### src/rtl/fetch_stage.sv
// MIPS IF stage: owns the PC, issues instruction-memory requests and holds the IF/ID register.
// Decode redirects and imem wait cycles become bubbles; a hazard stall freezes the whole stage.
module fetch_stage #(
  parameter logic [31:0] RESET_PC = 32'h0000_0000,
  parameter int unsigned CNT_W    = 32,
  parameter logic [31:0] NOP      = 32'h0000_0000
) (
  input  logic             clk,
  input  logic             rst,
  input  logic             stall,
  input  logic             PCSrcD,
  input  logic             Jump,
  input  logic [31:0]      PCBranchD,
  input  logic [31:0]      JA,
  input  logic             imem_ready,
  input  logic [31:0]      imem_rdata,
  output logic             imem_req,
  output logic [31:0]      imem_addr,
  output logic [31:0]      InstrD,
  output logic [31:0]      PCPlus4D,
  output logic             ValidD,
  output logic [CNT_W-1:0] fetch_cnt,
  output logic             dbg_state
);

  // Instruction-memory handshake: imem_req qualifies imem_addr; imem_ready qualifies
  // imem_rdata for that same address in the same cycle. A word is accepted on an edge where
  // the stage is in RUN, not stalled, not redirected and imem_ready is high.

  typedef enum logic {
    S_BOOT = 1'b0,
    S_RUN  = 1'b1
  } state_t;

  state_t           state_q, state_d;
  logic [31:0]      pc_q, pc_d;
  logic [31:0]      instr_q, instr_d;
  logic [31:0]      pc4_q, pc4_d;
  logic             valid_q, valid_d;
  logic [CNT_W-1:0] cnt_q, cnt_d;

  logic [31:0]      pc_plus4_f;
  logic [31:0]      redirect_pc;
  logic             unused_ja_hi;

  assign pc_plus4_f  = pc_q + 32'd4;
  // Jumps keep the 256 MB region of the instruction in Decode (its PC+4).
  assign redirect_pc = Jump ? {pc4_q[31:28], JA[27:0]} : PCBranchD;
  assign unused_ja_hi = ^JA[31:28];

  always_comb begin
    state_d = state_q;
    pc_d    = pc_q;
    instr_d = instr_q;
    pc4_d   = pc4_q;
    valid_d = valid_q;
    cnt_d   = cnt_q;
    case (state_q)
      S_BOOT: begin
        state_d = S_RUN;
        instr_d = NOP;
        valid_d = 1'b0;
      end
      S_RUN: begin
        if (!stall) begin
          if (PCSrcD) begin
            // Wrong-path word is dropped even if imem answered; there is no delay slot.
            pc_d    = redirect_pc;
            instr_d = NOP;
            valid_d = 1'b0;
            pc4_d   = pc_plus4_f;
          end else if (!imem_ready) begin
            instr_d = NOP;
            valid_d = 1'b0;
          end else begin
            pc_d    = pc_plus4_f;
            instr_d = imem_rdata;
            pc4_d   = pc_plus4_f;
            valid_d = 1'b1;
            cnt_d   = cnt_q + {{(CNT_W-1){1'b0}}, 1'b1};
          end
        end
      end
    endcase
  end

  always_ff @(posedge clk or negedge rst) begin
    if (!rst) begin
      state_q <= S_BOOT;
      pc_q    <= RESET_PC;
      instr_q <= NOP;
      pc4_q   <= 32'd0;
      valid_q <= 1'b0;
      cnt_q   <= '0;
    end else begin
      state_q <= state_d;
      pc_q    <= pc_d;
      instr_q <= instr_d;
      pc4_q   <= pc4_d;
      valid_q <= valid_d;
      cnt_q   <= cnt_d;
    end
  end

  assign imem_req  = (state_q == S_RUN) && !stall;
  assign imem_addr = pc_q;
  assign InstrD    = instr_q;
  assign PCPlus4D  = pc4_q;
  assign ValidD    = valid_q;
  assign fetch_cnt = cnt_q;
  assign dbg_state = (state_q == S_RUN);

endmodule
### config.mk
export PLATFORM = sky130hd
export DESIGN_NAME = fetch_stage
export DESIGN_NICKNAME = d
export VERILOG_FILES = /design/src/rtl/fetch_stage.sv
export SDC_FILE = /design/constraint.sdc
export NUM_CORES = 1
export LEC_CHECK = 0
export ABC_AREA = 0
export CORE_MARGIN = 5
export CORE_UTILIZATION = 45
export CTS_CLUSTER_DIAMETER = 150
export DETAILED_ROUTE_END_ITERATION = 10
export GPL_TIMING_DRIVEN = 0
export PLACE_DENSITY = 0.88
export SLEW_MARGIN = 10
export SYNTH_ARGS = -nofsm -noshare
export SYNTH_HDL_FRONTEND = slang
export SYNTH_SLANG_ARGS = --single-unit
### constraint.sdc
create_clock -name clk -period 2.19 [get_ports clk]
set_input_delay 0.438 -clock clk [delete_from_list [all_inputs] [get_ports clk]]
set_output_delay 0.438 -clock clk [all_outputs]
set_load 0.005 [all_outputs]
==> results of run 1 <==
cell type report:
class	count	area, um2	area share [%]
plain buffers	43	209	2.15
clock buffers	20	467	4.79
clock inverters	12	204	2.09
inverters	13	48.8	0.501
multi-input cells	441	3040	31.2
flip-flops and latches	130	3250	33.4
well taps	180	225	2.31
repair buffers	227	2290	23.5
registers in the layout, indices dropped and copies added (netlist names):
signal and count:
PCPlus4D 32, imem_addr 32, ValidD 1, dbg_state 1, InstrD 32, fetch_cnt 32
critical path, cell delays in order:
cell and delay (ns):
clkdlybuf4s50_1 0.52, buf_2 0.29, inv_1 0.17, a21oi_4 0.32, buf_2 0.32, o21ai_0 0.13, a22oi_1 0.22
metal layers:
metal  vias to the layer above  track usage [%]
li1                       2771                -
met1                      2950             31.9
met3                        49             6.92
met2                       309             40.8
met5                         -                0
met4                         0             8.99
logic make-up (layout without fill, tap and decap cells):
logic type / after synthesis / in the layout / synth area share, %
compound gates: 163 / 163 / 17.2
xor+xnor: 59 / 59 / 7.99
fa+ha+maj: 2 / 2 / 0.387
buf+inv: 56 / 315 / 3.75
flops: 130 / 130 / 50.3
mux: 21 / 21 / 3.40
other cells: 1 / 1 / 0.0580
simple gates: 195 / 195 / 16.9
power breakdown:
group / leakage (nW) / switching (mW) / total, mW / internal, mW
sequential: 1.68 / 0.330 / 3.03 / 2.70
combinational: 2.02 / 0.773 / 1.80 / 1.03
clock: 0.307 / 1.08 / 3.19 / 2.11
timing repair:
item                                    4_1_cts  5_1_grt
pin swaps                                     0        0
resized for setup                             9       15
endpoints found under the setup margin       20       26
endpoints found under the hold margin         0        0
final timing paths:
kind,start,endpoint,slack (ns),depth (start not counted)
min in group clk,fetch_cnt[31],fetch_cnt[31],0.48,1
max in group asynchronous,rst,fetch_cnt[4],1.44,2
worst min-delay path,rst,imem_addr[1],-0.006,1
worst max-delay path,PCSrcD,imem_addr[20],0.1,7
worst min register to register,fetch_cnt[31],fetch_cnt[31],0.48,1
worst max register to register,imem_addr[2],PCPlus4D[30],0.12,7
layout by cell type (no fill, tap or decap), drive strengths merged, types with 11 or more instances in the layout:
cell type      count
nor2              15
a211oi            15
a22o              33
nor3              22
xor2              11
nor2b             12
o21ai             48
inv               13
mux2i             13
nand3             22
xnor2             48
nand2             77
nand4             15
clkbuf            48
a21oi             18
clkdlybuf4s50    224
buf               17
dfrtp            130
per-stage QoR:
step	util [%]	power, mW
6_report	69.6	8.02
4_1_cts	69.2	8.03
3_5_place_dp	64.2	4.83
3_3_place_gp	64.0	4.77
5_1_grt	69.6	8.36
2_1_floorplan	-	3.71
==> reports/metrics.yaml, run 1 <==
insertion_delay_ns: 0.42
root_buffer: "clkbuf_16"
finalHoldViolations: 10
synth.largest_area_cell: "dfrtp_1"
critPathMaxFanout: 10
crit_required_ns: 2.51
grt_max_degree: 73
tritoncts: "done"
maxSlewHeadroom_pct: 51.9
ys_ff_latch: 130
drt_first_pass_iters: 5
portBuffers: 226
die_h_um: 130
postSynth.asyncResetShare_pct: 100
drt_iter0_drc: 513
dp_hpwl_mm: 15.4
synth_cells: 627
placedCellCount: 1034
area_growth_pct: 50.5
topRoutingLayerUsed: "met4"
synth.most_common_cell: "dfrtp_1"
ios: 233
drive_gt1_share_pct: 9.82
synth_seq_area_share_pct: 50.3
worstSetupPathType: "input pin to register"
final_nets: 977
fin_tns_setup_ns: 0
cts.reportedPaths.clkPinSlew_ns: 0.06
synthTopCellsByArea: "dfrtp_1, xnor2_1, a22o_1"
dpl_cell_area_um2: 8980
tightest_slew_ns: 0.716
critPathCaptureType: "register"
min_path_type: "input pin to asynchronous set/reset pin"
cts.sinks: 130
synth.top_cell.area_share_pct: 50.3
cts_buffers: 17
wl_met1_mm: 8.36
stdcell_area_um2: 9740
p_per_area_nw_per_um2: 824
ys_top_cells_by_count: "dfrtp_1, nand2_1, xnor2_1"
routed-wl-met3_mm: 1.95
synth_nets: 731
setup_viol: 0
grt_pass1_wl_mm: 32.7
vias_per_cell: 5.70
grt_pass1_vias: 6223
htreeDepth: 4
diodes: 0
antenna_found_initial: 0
worstPathArrival_ns: 2.42
syn_area_per_cell_um2: 10.3
ant_nets: 0
routedWlPerCell_um: 19.6
die-width_um: 130
grt_overflow: 0
gr-usage-all-layers_pct: 25.0
dp_slack_ns: -0.724
vias: 6079
instances_no_fill: 1066
wl_mm: 20.9
cts_setup_buffers: 0
vdd_ir_drop_max_v: 0.000518
period_needed_ns: 2.09
core_area_um2: 14000
setup_ws_ns: 0.0958
synth_cell_type_count: 50
start_kind: "input pin"
dieArea_um2: 16900
fin_crit_sh_pct: 95.6
whs_ns: -0.00572
max_freq_mhz: 478
clk_path_buf_depth: 2
drv_slew: 0
violations: "hold timing"
fillCellCount: 1015
p_leak_nw: 4.00
row_count: 43
gp_congestion: 0.948
ys_warn_count: 0
hold_buffers: 0
ys.flop_type: "dfrtp_1"
start_util_pct: 46.2
skew_ns: 0.00962
status: "finished with violations"
cap_viol_max_count: 0
netlist_area_um2: 6470
dr_wl_met2_mm: 10.1
synth_edf_count: 0
drc: 0
No activity file was read; power rests on OpenSTA's default activity.
==> run 2, diff against run 1 <==
Settings changed: CORE_UTILIZATION 45 to 49, PLACE_DENSITY 0.88 to 0.95.
Clock period 2.19 ns to 2.6 ns, I/O delays scaled along.
==> reports/metrics.yaml, run 2 (synthesis gave the netlist of run 1 again) <==
status: "finished clean"
start_kind: "input pin"
switching_share_pct: 28.1  # +0.91 points
root_buffer: "clkbuf_16"
period_needed_ns: 2.49
fillCellCount: 888  # -13%
whs_ns: 0.0479  # +0.0536 ns
die-width_um: 125  # -3.8%
grt_max_degree: 79  # +8.2%
maxSlewHeadroom_pct: 48.9  # -3.0 points
drv_slew: 0  # unchanged
p_per_area_nw_per_um2: 671  # -19%
path_cells: "clkdlybuf4s50_1 > nand2b_4 > inv_1 > clkbuf_4 > clkdlybuf4s50_1"
placedCellCount: 1030  # -0.39%
cts.sinks: 130  # unchanged
dpl_cell_area_um2: 8980  # about the same
dp_hpwl_mm: 15.5  # +1.1%
drt_iter0_drc: 787  # +53%
antenna_found_initial: 1  # +1
tritoncts: "done"
core_area_um2: 13100  # -6.5%
stdcell_area_um2: 9570  # -1.7%
setup_viol: 0  # unchanged
gp_congestion: 0.939  # -0.97%
layout_commonest_cell: "clkdlybuf4s50_1"
area_growth_pct: 47.9
insertion_delay_ns: 0.42  # about the same
vias: 6299  # +3.6%
htreeDepth: 4  # unchanged
p_int_mw: 4.62  # -21%
final_cell_mix: "clkdlybuf4s50_1, dfrtp_1, nand2_1"
critPathMaxFanout: 10  # unchanged
grt_overflow: 0  # unchanged
finalHoldViolations: 0  # -10
rsz0062_at_grt: "false"
start_util_pct: 49.4  # +3.2 points
total_power_mw: 6.42  # -20%
gr-usage-all-layers_pct: 27.0  # +2.1 points
cts.reportedPaths.clkPinSlew_ns: 0.05  # about the same
dieArea_um2: 15600  # -7.6%
hold_buffers: 0  # unchanged
final_nets: 977  # unchanged
pwr-share-clk_pct: 36.6  # -3.1 points
routedWlPerCell_um: 20.0  # +2.1%
max_freq_mhz: 401
power.switching_mw: 1.80  # -17%
p_seq_share_pct: 39.7  # +1.9 points
grt_pass1_vias: 6399  # +2.8%
ios: 233  # unchanged
skew_ns: 0.00748  # -0.00214 ns
critPathBufInv: 4  # unchanged
min_path_type: "input pin to asynchronous set/reset pin"
cp-startpoint: "stall"
worstPathArrival_ns: 1.97  # -0.45 ns
critPathCaptureType: "output pin"
crit_slowest_cell: "clkdlybuf4s50_1"
slowest_delay_ns: 0.53  # about the same
cap_viol_max_count: 0  # unchanged
die_h_um: 125  # -3.8%
wl_mm: 21.3  # +1.6%
crit_required_ns: 2.08  # -0.43 ns
vias_per_cell: 5.94  # +4.1%
cts_buffers: 17  # unchanged
utilization_pct: 73.1  # +3.5 points
drc: 0  # unchanged
portBuffers: 226  # unchanged
cp_top_family: "buffers and inverters"
row_count: 42  # -2.3%
instances_no_fill: 1061  # -0.47%
fin_crit_sh_pct: 95.8
r2r-start: "imem_addr[2]"
drive_gt1_share_pct: 8.26  # -1.6 points
vdd_ir_drop_max_v: 0.000408  # -21%
p_leak_nw: 3.93  # -1.8%
cp_common_cell: "clkdlybuf4s50_1"
p_comb_share_pct: 23.7  # +1.2 points
worstSetupPathType: "input pin to output pin"
tightest_slew_ns: 0.761  # +0.0447 ns
clk_path_buf_depth: 2  # unchanged
ant_nets: 0  # unchanged
grt_pass1_wl_mm: 33.6  # +2.7%
drt_first_pass_iters: 6  # +1
==> run 2: area by class of cell <==
type	instances	area, um2	area share, %
diodes	1	2.50	0.0261
plain buffers	43	198	2.07
clock buffers	19	433	4.52
clock inverters	11	140	1.46
inverters	13	48.8	0.510
multi-input cells	441	2980	31.2
flip-flops and latches	130	3250	34.0
well taps	176	220	2.30
repair buffers	227	2290	23.9
==> run 2: worst paths after layout <==
| check | slack, ns | depth (start not counted) | to |
|---|---|---|---|
| min in group clk | 0.47 | 1 | fetch_cnt[31] |
| worst min register to register | 0.47 | 1 | fetch_cnt[31] |
| max in group asynchronous | 1.79 | 2 | fetch_cnt[25] |
| worst max register to register | 0.35 | 6 | imem_addr[16] |
| worst min-delay path | 0.05 | 1 | imem_addr[0] |
| worst max-delay path | 0.11 | 5 | imem_req |
==> run 2: repair_timing <==
item,CTS,global route
resized for setup,3,2
cloned,0,0
endpoints found under the setup margin,1,7
setup buffers,0,0
==> run 2: power groups by stage <==
stage | registers (mW) | logic (mW) | clock network (mW)
floorplan | 2.54 | 0.581 | 0
global placement | 2.56 | 1.45 | 0
detailed placement | 2.57 | 1.51 | 0
CTS | 2.54 | 1.52 | 2.37
global route | 2.58 | 1.63 | 2.45
finish | 2.55 | 1.52 | 2.35
==> run 2: metrics by stage <==
| step | TNS [ns] | setup WS, ns |
|---|---|---|
| final | 0 | 0.109 |
| after global routing | 0 | 0.0640 |
| after CTS | 0 | 0.0328 |
| after detailed placement | -5.14 | -0.341 |
| after global placement | -529.50 | -4.05 |
| after floorplan | 0 | 0.684 |
==> run 2: worst register-to-register path, cell delays in order, from the launching register on <==
cell	delay [ns]
dfrtp_1	0.44
ha_1	0.32
nand4_1	0.22
nor3_1	0.37
nor4b_2	0.43
a31oi_1	0.15
o22a_1	0.22
==> run 2: metal layers <==
metal	vias to the layer above	track usage, %	share of wire [%]
li1	2771	-	-
met4	0	14.0	4.0
met1	3047	32.7	37
met5	-	0	0
met2	411	44.1	49
met3	70	7.50	10
